File: src/rtl/multi_edge_detect_if.sv
// multi_edge_detect_if
//   Bundles the per-channel inputs and event/status outputs of
//   multi_edge_detect so producers and consumers share one connection.
//
//   in        raw channel inputs (WIDTH)
//   mode      per-channel mode, [2i+1:2i]: 00 off, 01 rise, 10 fall, 11 both
//   clr       per-channel one-cycle clear of sticky flag and counter
//   pulse     registered one-cycle strobe per qualified edge
//   level     registered debounced level
//   sticky    latched "edge seen" flag
//   count     saturating qualified-edge counts, channel i at [CNT_W*i +: CNT_W]
//   any_event OR of pulse
//
//   master: drives in/mode/clr and observes the outputs.
//   slave : the detector side.
interface multi_edge_detect_if #(
  parameter int unsigned WIDTH = 8,
  parameter int unsigned CNT_W = 8
);
  logic [WIDTH-1:0]       in;
  logic [2*WIDTH-1:0]     mode;
  logic [WIDTH-1:0]       clr;
  logic [WIDTH-1:0]       pulse;
  logic [WIDTH-1:0]       level;
  logic [WIDTH-1:0]       sticky;
  logic [WIDTH*CNT_W-1:0] count;
  logic                   any_event;

  modport master (
    output in, mode, clr,
    input  pulse, level, sticky, count, any_event
  );

  modport slave (
    input  in, mode, clr,
    output pulse, level, sticky, count, any_event
  );
endinterface

File: src/rtl/multi_edge_detect.sv
// multi_edge_detect
//   Multi-channel edge detector. Each channel has an optional flop
//   synchroniser, a four-state one-hot Moore machine that tracks the
//   synchronised level, and registered pulse/level/sticky/count outputs.
//   Mode only gates the outputs; the state machine always follows the input.
//
//   Parameters
//     WIDTH       number of channels (1..32)
//     SYNC_STAGES synchroniser depth (0..4, 0 = input used directly)
//     CNT_W       per-channel counter width (1..16)
//
//   Ports
//     clk    clock
//     reset  synchronous, active-high reset
//     bus    multi_edge_detect_if slave: in, mode, clr -> pulse, level,
//            sticky, count, any_event
module multi_edge_detect #(
  parameter int unsigned WIDTH       = 8,
  parameter int unsigned SYNC_STAGES = 2,
  parameter int unsigned CNT_W       = 8
) (
  input  logic               clk,
  input  logic               reset,
  multi_edge_detect_if.slave bus
);

  localparam logic [3:0] ST_IDLE_LOW  = 4'b0001;
  localparam logic [3:0] ST_HIGH      = 4'b0010;
  localparam logic [3:0] ST_IDLE_HIGH = 4'b0100;
  localparam logic [3:0] ST_LOW       = 4'b1000;

  localparam logic [CNT_W-1:0] CNT_MAX = '1;
  localparam logic [CNT_W-1:0] CNT_ONE = CNT_W'(1);

  // Synchronised channel levels seen by the state machines.
  logic [WIDTH-1:0] s;
  logic [WIDTH-1:0] pulse_vec;

  if (SYNC_STAGES == 0) begin : g_nosync
    assign s = bus.in;
  end else begin : g_sync
    logic [WIDTH-1:0] stage_q [SYNC_STAGES];

    always_ff @(posedge clk) begin
      if (reset) begin
        for (int unsigned k = 0; k < SYNC_STAGES; k++) begin
          stage_q[k] <= '0;
        end
      end else begin
        stage_q[0] <= bus.in;
        for (int unsigned k = 1; k < SYNC_STAGES; k++) begin
          stage_q[k] <= stage_q[k-1];
        end
      end
    end

    assign s = stage_q[SYNC_STAGES-1];
  end

  for (genvar i = 0; i < WIDTH; i++) begin : g_ch
    logic [3:0]       state_q;
    logic [3:0]       state_d;
    logic             rise_evt;
    logic             fall_evt;
    logic             qual_evt;
    logic             pulse_q;
    logic             level_q;
    logic             sticky_q;
    logic [CNT_W-1:0] cnt_q;

    // HIGH and LOW last exactly one cycle whatever the input does, so a
    // one-sample glitch right after an edge is ignored and the following
    // opposite edge is swallowed with it; rise/fall therefore alternate.
    always_comb begin
      state_d = state_q;
      case (state_q)
        ST_IDLE_LOW:  if (s[i])  state_d = ST_HIGH;
        ST_HIGH:                 state_d = ST_IDLE_HIGH;
        ST_IDLE_HIGH: if (!s[i]) state_d = ST_LOW;
        ST_LOW:                  state_d = ST_IDLE_LOW;
        default:                 state_d = ST_IDLE_LOW;
      endcase
    end

    assign rise_evt = (state_q == ST_HIGH);
    assign fall_evt = (state_q == ST_LOW);
    assign qual_evt = (rise_evt & bus.mode[2*i]) | (fall_evt & bus.mode[2*i+1]);

    always_ff @(posedge clk) begin
      if (reset) begin
        state_q  <= ST_IDLE_LOW;
        pulse_q  <= 1'b0;
        level_q  <= 1'b0;
        sticky_q <= 1'b0;
        cnt_q    <= '0;
      end else begin
        state_q  <= state_d;
        pulse_q  <= qual_evt;
        level_q  <= rise_evt | (state_q == ST_IDLE_HIGH);
        // An event in the clearing cycle wins over the clear.
        sticky_q <= qual_evt | (sticky_q & ~bus.clr[i]);
        if (bus.clr[i]) begin
          cnt_q <= qual_evt ? CNT_ONE : '0;
        end else if (qual_evt && (cnt_q != CNT_MAX)) begin
          cnt_q <= cnt_q + CNT_ONE;
        end
      end
    end

    assign pulse_vec[i]                = pulse_q;
    assign bus.level[i]                = level_q;
    assign bus.sticky[i]               = sticky_q;
    assign bus.count[CNT_W*i +: CNT_W] = cnt_q;
  end

  assign bus.pulse     = pulse_vec;
  assign bus.any_event = |pulse_vec;

endmodule

File: src/flat_wrapper.sv
// flat-port wrapper written by rule: the top's interface ports become plain ports
module multi_edge_detect_flat 
#(
  parameter int unsigned WIDTH       = 8,
  parameter int unsigned SYNC_STAGES = 2,
  parameter int unsigned CNT_W       = 8
)
  (clk, reset, bus_in, bus_mode, bus_clr, bus_pulse, bus_level, bus_sticky, bus_count, bus_any_event);
  multi_edge_detect_if #(.WIDTH(WIDTH), .CNT_W(CNT_W)) bus_i ();
  input  logic clk;
  input  logic reset;
  input wire logic [$bits(bus_i.in)-1:0] bus_in;
  input wire logic [$bits(bus_i.mode)-1:0] bus_mode;
  input wire logic [$bits(bus_i.clr)-1:0] bus_clr;
  output wire logic [$bits(bus_i.pulse)-1:0] bus_pulse;
  output wire logic [$bits(bus_i.level)-1:0] bus_level;
  output wire logic [$bits(bus_i.sticky)-1:0] bus_sticky;
  output wire logic [$bits(bus_i.count)-1:0] bus_count;
  output wire logic [$bits(bus_i.any_event)-1:0] bus_any_event;
  assign bus_i.in = bus_in;
  assign bus_i.mode = bus_mode;
  assign bus_i.clr = bus_clr;
  assign bus_pulse = bus_i.pulse;
  assign bus_level = bus_i.level;
  assign bus_sticky = bus_i.sticky;
  assign bus_count = bus_i.count;
  assign bus_any_event = bus_i.any_event;
  multi_edge_detect #(.WIDTH(WIDTH), .SYNC_STAGES(SYNC_STAGES), .CNT_W(CNT_W)) u_core (.clk(clk), .reset(reset), .bus(bus_i));
endmodule
File: config.mk
export PLATFORM = sky130hd
export DESIGN_NAME = multi_edge_detect_flat
export DESIGN_NICKNAME = d
export VERILOG_FILES = /design/src/rtl/multi_edge_detect_if.sv /design/src/rtl/multi_edge_detect.sv /design/src/flat_wrapper.sv
export SDC_FILE = /design/constraint.sdc
export NUM_CORES = 1
export LEC_CHECK = 0
export ABC_AREA = 1
export BUFFER_PORTS_ARGS = -buffer_cell sky130_fd_sc_hd__buf_4
export CAP_MARGIN = 20
export CORE_ASPECT_RATIO = 0.6
export CORE_MARGIN = 1.5
export CORE_UTILIZATION = 30
export DETAILED_ROUTE_END_ITERATION = 10
export GPL_ROUTABILITY_DRIVEN = 0
export PLACE_DENSITY = 0.54
export SETUP_SLACK_MARGIN = 0.2
export SYNTH_ARGS = -nofsm -noshare
export SYNTH_HDL_FRONTEND = slang
export SYNTH_SLANG_ARGS = --single-unit
File: constraint.sdc
create_clock -name clk -period 1.5 [get_ports clk]
set_clock_uncertainty 0.2 [all_clocks]
set_input_delay 0.3 -clock clk [delete_from_list [all_inputs] [get_ports clk]]
set_output_delay 0.3 -clock clk [all_outputs]
set_load 0.1 [all_outputs]
==> metrics.md, run 1 <==
| Metric | Value |
|---|---|
| Met1 Routed Length | 10300 um |
| Top sig layer | met4 |
| Clk_lat worst skew | 420 ps |
| Initial Util | 30.7% |
| FF/Latch Area | 0.00305 mm2 |
| Wire length per cell | 15.0 um |
| Number of library cell types mapped by synthesis | 26 |
| Leakage power | 5.59 nW |
| Clk root buf | clkbuf_16 |
| CTS H-tree depth | 4 |
| Hold path start | bus_clr[1] |
| CTS Sinks | 136 |
| Startpoint class of the critical path | flop |
| Outcome | finished with violations |
| Max-Cap Viols | 0 |
| Register area share after synthesis | 41.9% |
| Sw Ratio | 27.9% |
| Setup TNS | -1610 ps |
| Combinational Power Share | 17.7% |
| Clock Tree Buf Depth | 2 |
| Vias in the first global route | 6452 |
| Antenna cells | 0 |
| Hold WC Path Type | in2reg |
| CP required | 1000 ps |
| First-pass GRT wire length | 32000 um |
| CTS tree | yes |
| Row cnt | 41 |
| Post-cts hold buffer count | 20 |
| Die footprint | 0.0226 mm2 |
| Setup ws final | -334 ps |
| Gr usage total | 18.2% |
| Die Span Y | 117 um |
| Via count | 7120 |
| Placed inst area | 0.00838 mm2 |
| Pint | 7.48 mW |
| Total Routed Length | 22400 um |
| HPWL after DPL | 13000 um |
| Clk network pwr share | 44.9% |
| FF+latch count, synth | 136 |
| Crit end category | primary output |
| Post-synthesis cell count | 921 |
| Core Box Area | 0.0211 mm2 |
| Worst-Margin Slew | 463 ps |
| Initial DRC count | 336 |
| Nets | 1249 |
| Clock Pin Slew Worst Setup and Hold Paths | 60 ps |
| I/O pin cnt | 123 |
| Port Buf Inserts | 122 |
| Antenna-violating nets left | 0 |
| Final Max Slew Viols | 0 |
| Via/cell ratio | 4.75 |
| Area Overhead vs Synth | 98.8% |
| Delay of the slowest critical-path stage | 360 ps |
| Total global routing overflow | 0 |
| RSZ-0062 raised after global routing | yes |
| Largest net degree at the start of global routing | 49 |
| Worst r2r src | u_core.g_ch[2].cnt_q[0] |
| Met3 Wirelength | 1120 um |
| Failing checks | hold timing, setup timing |
| Crit Path Class | reg2out |
| Critical Path Fanout Max | 2 |
| Setup Viol. Count Final | 41 |
| DRC Markers | 0 |
| Max Freq | 0.545 GHz |
| Crit path launch | u_core.g_ch[2].pulse_q |
| Post-route cell area | 0.0129 mm2 |
| Area of the multi-input gates | 0.00469 mm2 |
| Layout cell share with drive strength beyond 1 | 61.6% |
| Period utilization | 122% |
| Detailed Routing Iterations Pass 1 | 5 |
| Dpl ws | -7.42 ps |
| Mapped Area | 0.00650 mm2 |
| Inserted Clock Buffers | 17 |
| FILL cells | 1686 |
| Total chip power | 10.4 mW |
| Min Hold Slack | -2.34 ps |
| Critical Path Slowest Stage Cell | dfxtp_4 |
| Max_slew headroom | 69.0% |
| Met2 wire len | 10700 um |
| Mapped Avg Cell Area | 7.06 um2 |
| Power per standard cell area | 803 mW/mm2 |
| Reg power frac | 37.4% |
| Post-layout min period | 1830 ps |
| CP Cell Sequence | nor4_4 -> nand2_4 -> buf_12 |
| Crit path DAT | 1330 ps |
| Maximum VDD drop | 790 uV |
| Hold Vio Cnt, Final | 1 |
| Initial antenna violation count | 0 |
| Synth Net Count | 963 |
| Die X-Extent | 193 um |
| Syn. warnings | 0 |
| Switch Pwr | 2.90 mW |
==> metal layers <==
layer	vias up	global-route usage (%)
met2	208	28.2
li1	3530	-
met5	-	0
met3	33	4.41
met4	0	6.51
met1	3349	24.7
==> flip-flops by register name, summed over array words and instances, names as in the netlist <==
register / count
u_core.g_ch.state_q: 32
u_core.g_ch.cnt_q: 64
u_core.g_ch.level_q: 8
u_core.g_sync.stage_q: 16
u_core.g_ch.sticky_q: 8
u_core.g_ch.pulse_q: 8
==> logic make-up after synthesis <==
| family | Yosys count | share of synthesized area [%] |
|---|---|---|
| and+or+nand+nor | 492 | 35.2 |
| DFF | 136 | 41.9 |
| xor gates and xnor gates | 14 | 1.89 |
| AOI/OAI and AO/OA | 105 | 8.36 |
| buffers and inverters | 166 | 11.2 |
| adders and majority gates | 8 | 1.54 |
==> cells in the mapped netlist <==
cell,number,area [um2]
nand3_1,113,566
nor2_4,4,45.0
nand2_4,12,135
clkbuf_1,1,3.75
nand2_1,157,589
nand3_4,1,17.5
nor3_1,11,55.1
clkinv_1,1,3.75
buf_4,24,180
a21oi_1,69,345
nor3b_1,8,60.1
dfxtp_1,136,2720
nand3_2,1,10.0
o21ai_0,18,90.1
inv_1,130,488
o21ai_1,5,25.0
ha_1,8,100
nor2_1,140,526
xor2_1,14,123
nand4_1,8,50.1
nand2_2,25,156
nor2_2,6,37.5
buf_2,10,50.1
nor4_1,6,37.5
o22ai_1,12,75.1
o21bai_1,1,7.51
==> repair_timing <==
action                                  CTS  global route
pin swaps                                70           121
hold endpoints to repair                 31             3
endpoints found under the setup margin  163           185
gates resized for setup                 479           259
setup buffers                            80            32
==> worst max-delay path, delay by kind of cell, from the launching register on <==
kind | cells | cell delay, ps
flops | 1 | 360
simple gates | 2 | 390
buf+inv | 1 | 170
==> worst paths after layout <==
kind | end | slack (ps) | cells past startpoint
worst max register to register | u_core.g_ch[2].cnt_q[3] | -50 | 9
worst max-delay path | bus_any_event | -330 | 3
worst min register to register | u_core.g_sync.stage_q[0][14] | 200 | 2
worst min-delay path | u_core.g_ch[1].cnt_q[4] | -2 | 4
==> metrics by stage <==
stage,hold slack [ps],cells,util (%)
after floorplan,188,921,-
after global placement,194,1336,39.6
after detailed placement,192,1336,39.6
after CTS,-16.7,1468,55.5
after global routing,-8.48,1499,61.1
final,-2.34,1499,61.1
==> power by group through the flow <==
stage                     Combinational, mW  Sequential, mW  Clock [mW]
after detailed placement               1.17            3.86           0
after CTS                              1.45            3.80        4.78
after global placement                 1.17            3.86           0
final                                  1.84            3.88        4.66
after floorplan                       0.616            4.05           0
after global routing                   1.96            3.90        4.92
==> area by class of cell <==
cell class / instances / area share, %
clock buffer: 25 / 4.49
clock inverter: 7 / 0.736
inverter: 131 / 3.90
multi-input combinational: 619 / 36.3
sequential: 136 / 23.6
tap: 279 / 2.70
timing repair buffer: 302 / 28.3
==> cells in the final DEF (no fill, tap or decap), types with 6 or more instances in the layout <==
cell	count
nand3_1	63
dfxtp_2	32
nor3_1	7
nand2_4	42
a21oi_1	21
buf_4	142
clkbuf_16	21
nand2_2	40
nor2_2	29
buf_12	93
dfxtp_1	28
inv_1	106
ha_4	8
nand4_1	8
o22ai_1	9
inv_4	6
buf_6	48
nand3_2	41
nand2_1	97
dfxtp_4	76
o21ai_2	12
nand2_8	15
nor2_4	38
nand3_4	11
a21oi_2	46
dlygate4sd3_1	19
inv_2	19
xor2_1	14
nor2_1	83
Note: power is estimated with default switching activity, not from simulation.
==> run 2, diff against run 1 <==
--- a/config.mk
+++ b/config.mk
@@ -15,6 +15,7 @@
 export GPL_ROUTABILITY_DRIVEN = 0
 export PLACE_DENSITY = 0.54
 export SETUP_SLACK_MARGIN = 0.2
+export SKIP_CTS_REPAIR_TIMING = 1
 export SYNTH_ARGS = -nofsm -noshare
 export SYNTH_HDL_FRONTEND = slang
 export SYNTH_SLANG_ARGS = --single-unit
==> run 2 against run 1 <==
The run still ends with hold timing, setup timing left. Global-route usage is 2.8 points lower. Die area stayed put. Non-clock buffer count is 61 lower. Worst setup slack worse by 33 ps. Flip-flop and latch count stayed put. Combinational power is 11% lower. Highest routed layer unchanged.
==> metrics.md, run 2 (synthesis results as in run 1) <==
| Metric | Value |
|---|---|
| Inst Count DP | 1336 (unchanged) |
| Critical Path Fanout Max | 2 (unchanged) |
| Nets | 1188 (-4.9%) |
| Hold Vio Cnt, Final | 1 (unchanged) |
| Gr usage total | 15.4% (-2.8 points) |
| Total global routing overflow | 0 (unchanged) |
| Maximum VDD drop | 827 uV (+4.7%) |
| Clock Pin Slew Worst Setup and Hold Paths | 60 ps (about the same) |
| Port Buf Inserts | 122 (unchanged) |
| Post-layout min period | 1870 ps (+32.7 ps) |
| Most frequent cells in the layout | inv_1, nand2_1, buf_4 |
| Min Hold Slack | -10.5 ps (-8.17 ps) |
| Top reg by flops | u_core.g_ch.cnt_q |
| Flop2flop setup slack | -70 ps (-20 ps) |
| Setup TNS | -1580 ps (+23.7 ps) |
| Combinational Power Share | 16.1% (-1.6 points) |
| Outcome | finished with violations |
| Clk network pwr share | 45.8% (+0.9 points) |
| Clk root buf | clkbuf_16 |
| Initial DRC count | 290 (-14%) |
| Failing checks | hold timing, setup timing |
| Crit end category | primary output |
| Power per standard cell area | 844 mW/mm2 (+5.1%) |
| Max FFs per register | 64 (unchanged) |
| Pint | 7.36 mW (-1.7%) |
| R2R Path End | u_core.g_ch[1].cnt_q[5] |
| Hold Crit Endpoint | u_core.g_ch[1].cnt_q[4] |
| Top sig layer | met4 |
| R2R cell count | 8 (-1) |
| Setup Viol. Count Final | 40 (-2.4%) |
| Via count | 6795 (-4.6%) |
| Max Freq | 0.536 GHz (-1.8%) |
| Placed inst area | 0.00838 mm2 (unchanged) |
| Total Routed Length | 20600 um (-8.1%) |
| Antenna-violating nets left | 0 (unchanged) |
| Sw Ratio | 27.5% (-0.46 points) |
| Post-route cell area | 0.0120 mm2 (-7.0%) |
| Worst-Margin Slew | 461 ps (-1.90 ps) |
| Die footprint | 0.0226 mm2 (unchanged) |
| Met2 wire len | 9560 um (-11%) |
| Met1 Routed Length | 9660 um (-5.8%) |
| Layout cell share with drive strength beyond 1 | 54.8% (-6.8 points) |
| CTS tree | yes |
| RSZ-0062 raised after global routing | yes |
| CTS H-tree depth | 4 (unchanged) |
| Via/cell ratio | 4.73 (-0.52%) |
| Startpoint class of the critical path | flop |
| Max_slew headroom | 69.2% (+0.21 points) |
| Wire length per cell | 14.3 um (-4.2%) |
| I/O pin cnt | 123 (unchanged) |
| DRC Markers | 0 (unchanged) |
| Antenna cells | 0 (unchanged) |
| CTS Sinks | 136 (unchanged) |
| Clock Tree Buf Depth | 2 (unchanged) |
| First-pass GRT wire length | 27000 um (-16%) |
| Hold WC Path Type | in2reg |
| Leakage power | 5.18 nW (-7.4%) |
| Die Span Y | 117 um (unchanged) |
| Final Max Slew Viols | 0 (unchanged) |
| Top flop regs | u_core.g_ch.cnt_q: 64 flops, u_core.g_ch.state_q: 32 flops, u_core.g_sync.stage_q: 16 flops |
| Row cnt | 41 (unchanged) |
| Die X-Extent | 193 um (unchanged) |
| Largest net degree at the start of global routing | 49 (unchanged) |
| Inserted Clock Buffers | 17 (unchanged) |
| Setup ws final | -367 ps (-32.7 ps) |
| Initial Util | 30.7% (unchanged) |
| Hold path start | bus_clr[1] |
| HPWL after DPL | 13000 um (unchanged) |
| Vias in the first global route | 5365 (-17%) |
| Crit Path Class | reg2out |
| Crit path DAT | 1370 ps (+40 ps) |
| Period utilization | 124% (+2.2 points) |
| Max-Cap Viols | 0 (unchanged) |
| Initial antenna violation count | 0 (unchanged) |
| Non-Filler Instances | 1438 (-4.1%) |
| Area Overhead vs Synth | 84.9% |
| Reg power frac | 38.1% (+0.7 points) |
| Core Box Area | 0.0211 mm2 (unchanged) |
| Dpl ws | -7.42 ps (unchanged) |
| WHS Path Cells | 4 (unchanged) |
| Clk_lat worst skew | 420 ps (about the same) |
| Met3 Wirelength | 1140 um (+1.2%) |
| Detailed Routing Iterations Pass 1 | 5 (unchanged) |
| Switch Pwr | 2.78 mW (-3.9%) |
| CP required | 1000 ps (about the same) |
| Worst r2r src | u_core.g_ch[1].cnt_q[1] |
[run 2: cell count changes in the layout (fill, tap and decap cells not counted), sizes merged]
cell and delta:
buf -55, dlygate4sd3 -6
[run 2: layer usage]
metal,track usage (%),up-vias
met5,0,-
met4,5.64,0
met3,3.85,26
met2,21.2,190
met1,22.8,3192
li1,-,3387
[run 2: worst max-delay path by stage]
stage	from	end	slack (ps)
2_1_floorplan	u_core.g_ch[1].cnt_q[1]	u_core.g_ch[1].cnt_q[5]	-140
3_3_place_gp	u_core.g_ch[7].cnt_q[1]	u_core.g_ch[7].cnt_q[4]	-7
3_5_place_dp	reset	u_core.g_ch[4].cnt_q[5]	-7
4_1_cts	u_core.g_ch[5].pulse_q	bus_any_event	-410
5_1_grt	u_core.g_ch[6].pulse_q	bus_any_event	-410
6_report	u_core.g_ch[6].pulse_q	bus_any_event	-370
[run 2: power by group through the flow]
stage / clock, mW / combinational, mW / sequential [mW]
final: 4.65 / 1.63 / 3.86
after global routing: 4.92 / 1.74 / 3.89
after CTS: 4.78 / 1.17 / 3.79
after detailed placement: 0 / 1.17 / 3.86
after global placement: 0 / 1.17 / 3.86
after floorplan: 0 / 0.616 / 4.05
[run 2: worst max-delay path, stage by stage, from the launching register on]
cell	delay, ps
dfxtp_2	350
nor4_4	340
nand2_4	70
buf_8	180
[run 2: layout make-up]
type / count / area, um2
Fill cell: 1816 / 9120
Multi-Input combinational cell: 619 / 4360
Timing Repair Buffer: 241 / 3100
Sequential cell: 136 / 3040
Clock buffer: 25 / 581
Inverter: 131 / 499
Tap cell: 279 / 349
Clock inverter: 7 / 95.1
[run 2: metrics by stage]
step                util [%]  power (mW)
floorplan                  -        4.66
global placement        39.6        5.03
detailed placement      39.6        5.03
CTS                     42.8        9.74
global route            56.9        10.5
finish                  56.9        10.1
==> run 3, diff against run 2 <==
--- a/config.mk
+++ b/config.mk
@@ -16,6 +16,7 @@
 export PLACE_DENSITY = 0.54
 export SETUP_SLACK_MARGIN = 0.2
 export SKIP_CTS_REPAIR_TIMING = 1
+export SKIP_LAST_GASP = 1
 export SYNTH_ARGS = -nofsm -noshare
 export SYNTH_HDL_FRONTEND = slang
 export SYNTH_SLANG_ARGS = --single-unit
==> run 3 against run 2 <==
The run still ends with hold timing, setup timing left. First-iteration DRC count up 4.8%. Critical path depth stayed put. Highest routed layer unchanged. Clock-buffer cell count unchanged. Final area shrank 0.52%. Largest power group unchanged. Global-route usage is the same. Flip-flop and latch count is the same. Wire length is 0.48% lower. Register-to-register slack about the same. Largest cell class unchanged. Non-clock buffer count is the same. Combinational power about the same.
==> metrics.md, run 3 (synthesis results as in run 1) <==
| Metric | Value |
|---|---|
| Max-Cap Viols | 0 (unchanged) |
| Total global routing overflow | 0 (unchanged) |
| Worst Path Buf+Inv | 1 (unchanged) |
| Setup TNS | -1620 ps (-42.6 ps) |
| Max FFs per register | 64 (unchanged) |
| Die footprint | 0.0226 mm2 (unchanged) |
| Clk root buf | clkbuf_16 |
| Initial Util | 30.7% (unchanged) |
| Wire length per cell | 14.3 um (-0.48%) |
| R2R Path End | u_core.g_ch[1].cnt_q[5] |
| Die Span Y | 117 um (unchanged) |
| Top reg by flops | u_core.g_ch.cnt_q |
| Via count | 6763 (-0.47%) |
| Nets | 1188 (unchanged) |
| CTS Sinks | 136 (unchanged) |
| Port Buf Inserts | 122 (unchanged) |
| Antenna-violating nets left | 0 (unchanged) |
| Setup ws final | -366 ps (+1.15 ps) |
| Max Freq | 0.536 GHz (about the same) |
| Leakage power | 5.18 nW (about the same) |
| Die X-Extent | 193 um (unchanged) |
| Initial DRC count | 304 (+4.8%) |
| Final Core Density | 56.6% (-0.30 points) |
| Hold Vio Cnt, Final | 1 (unchanged) |
| Gr usage total | 15.4% (unchanged) |
| Top Usage Layer GRT | met1 |
| HPWL after DPL | 13000 um (unchanged) |
| CP top delay family | simple AND/OR/NAND/NOR gates |
| DRC Markers | 0 (unchanged) |
| Clock Pin Slew Worst Setup and Hold Paths | 60 ps (about the same) |
| CTS H-tree depth | 4 (unchanged) |
| Min Hold Slack | -13.3 ps (-2.79 ps) |
| Critical Path Fanout Max | 2 (unchanged) |
| Top flop regs | u_core.g_ch.cnt_q: 64 flops, u_core.g_ch.state_q: 32 flops, u_core.g_sync.stage_q: 16 flops |
| Hold WC Path Type | in2reg |
| WHS Path Cells | 4 (unchanged) |
| Core Box Area | 0.0211 mm2 (unchanged) |
| Crit path DAT | 1370 ps (about the same) |
| Post-layout min period | 1870 ps (-1.15 ps) |
| Layout cell share with drive strength beyond 1 | 53.1% (-1.6 points) |
| Inserted Clock Buffers | 17 (unchanged) |
| Worst-Margin Slew | 463 ps (+1.49 ps) |
| Antenna cells | 0 (unchanged) |
| R2R cell count | 8 (unchanged) |
| Power per standard cell area | 847 mW/mm2 (+0.38%) |
| CTS tree | yes |
| Delay of the slowest critical-path stage | 350 ps (about the same) |
| Via/cell ratio | 4.70 (-0.47%) |
| Clock Tree Buf Depth | 2 (unchanged) |
| Crit Path Class | reg2out |
| I/O pin cnt | 123 (unchanged) |
| Startpoint class of the critical path | flop |
| Failing checks | hold timing, setup timing |
| Outcome | finished with violations |
| Vias in the first global route | 5365 (unchanged) |
| Non-Filler Instances | 1438 (unchanged) |
| Critical Path Slowest Stage Cell | dfxtp_2 |
| Clk_lat worst skew | 420 ps (about the same) |
| Period utilization | 124% (about the same) |
| Final Max Slew Viols | 0 (unchanged) |
| Inst Count DP | 1336 (unchanged) |
| Total Routed Length | 20500 um (-0.48%) |
| Hold path start | bus_clr[1] |
| First-pass GRT wire length | 27000 um (unchanged) |
| M1 GR Usage | 22.8% (unchanged) |
| Met2 Usage GRT | 21.2% (unchanged) |
| Worst r2r src | u_core.g_ch[1].cnt_q[1] |
| Setup Viol. Count Final | 41 (+2.5%) |
| CP Cell Sequence | nor4_4 -> nand2_4 -> buf_8 |
| Maximum VDD drop | 828 uV (about the same) |
| CP required | 1000 ps (about the same) |
| Total chip power | 10.1 mW (-0.14%) |
| Area Overhead vs Synth | 84.0% |
| Hold Crit Endpoint | u_core.g_ch[1].cnt_q[4] |
| Most frequent cells in the layout | inv_1, nand2_1, buf_4 |
| Crit end category | primary output |
| Initial antenna violation count | 0 (unchanged) |
| Met3 Use GR | 3.85% (unchanged) |
| Max_slew headroom | 69.1% (-0.10 points) |
| Row cnt | 41 (unchanged) |
| RSZ-0062 raised after global routing | yes |
| Commonest non-fill, non-tap cell in the layout | inv_1 |
| Largest net degree at the start of global routing | 49 (unchanged) |
| Detailed Routing Iterations Pass 1 | 5 (unchanged) |
| Flop2flop setup slack | -70 ps (about the same) |
==> run 3: where the power goes <==
group,internal (mW),switching [mW]
registers,3.67,0.183
logic,0.651,0.968
clock network,3.03,1.62
total,7.35,2.77
==> run 3: cell type report <==
cell class / instances / area (um2)
clock inverters: 7 / 95.1
flip-flops and latches: 136 / 3030
multi-input cells: 619 / 4300
clock buffers: 25 / 581
well taps: 279 / 349
inverters: 131 / 499
repair buffers: 241 / 3100
fillers: 1828 / 9180
==> run 3: worst max-delay path by stage <==
stage	start	end	slack (ps)	depth (start not counted)
floorplan	u_core.g_ch[1].cnt_q[1]	u_core.g_ch[1].cnt_q[5]	-140	8
global placement	u_core.g_ch[7].cnt_q[1]	u_core.g_ch[7].cnt_q[4]	-7	7
detailed placement	reset	u_core.g_ch[4].cnt_q[5]	-7	5
CTS	u_core.g_ch[5].pulse_q	bus_any_event	-410	3
global route	u_core.g_ch[6].pulse_q	bus_any_event	-410	3
finish	u_core.g_ch[6].pulse_q	bus_any_event	-370	3
==> run 3: per-layer routing <==
metal  share of wire [%]  routed length [um]
met5                   0                   0
met4                 1.2                 245
met3                 5.5                1140
met2                  46                9440
met1                  47                9700
==> run 3: tightest hold or removal path: stages <==
cell and delay [ps]:
buf_4 110, nor3b_2 60, nand2_4 60, a21oi_2 40
==> run 3: through the flow <==
stage	hold WS, ps	area, um2	worst slack, ps
floorplan	188	6940	-144
global placement	194	8380	-6.58
detailed placement	192	8380	-7.42
CTS	-135	9050	-415
global route	-16.7	12000	-413
finish	-13.3	12000	-366
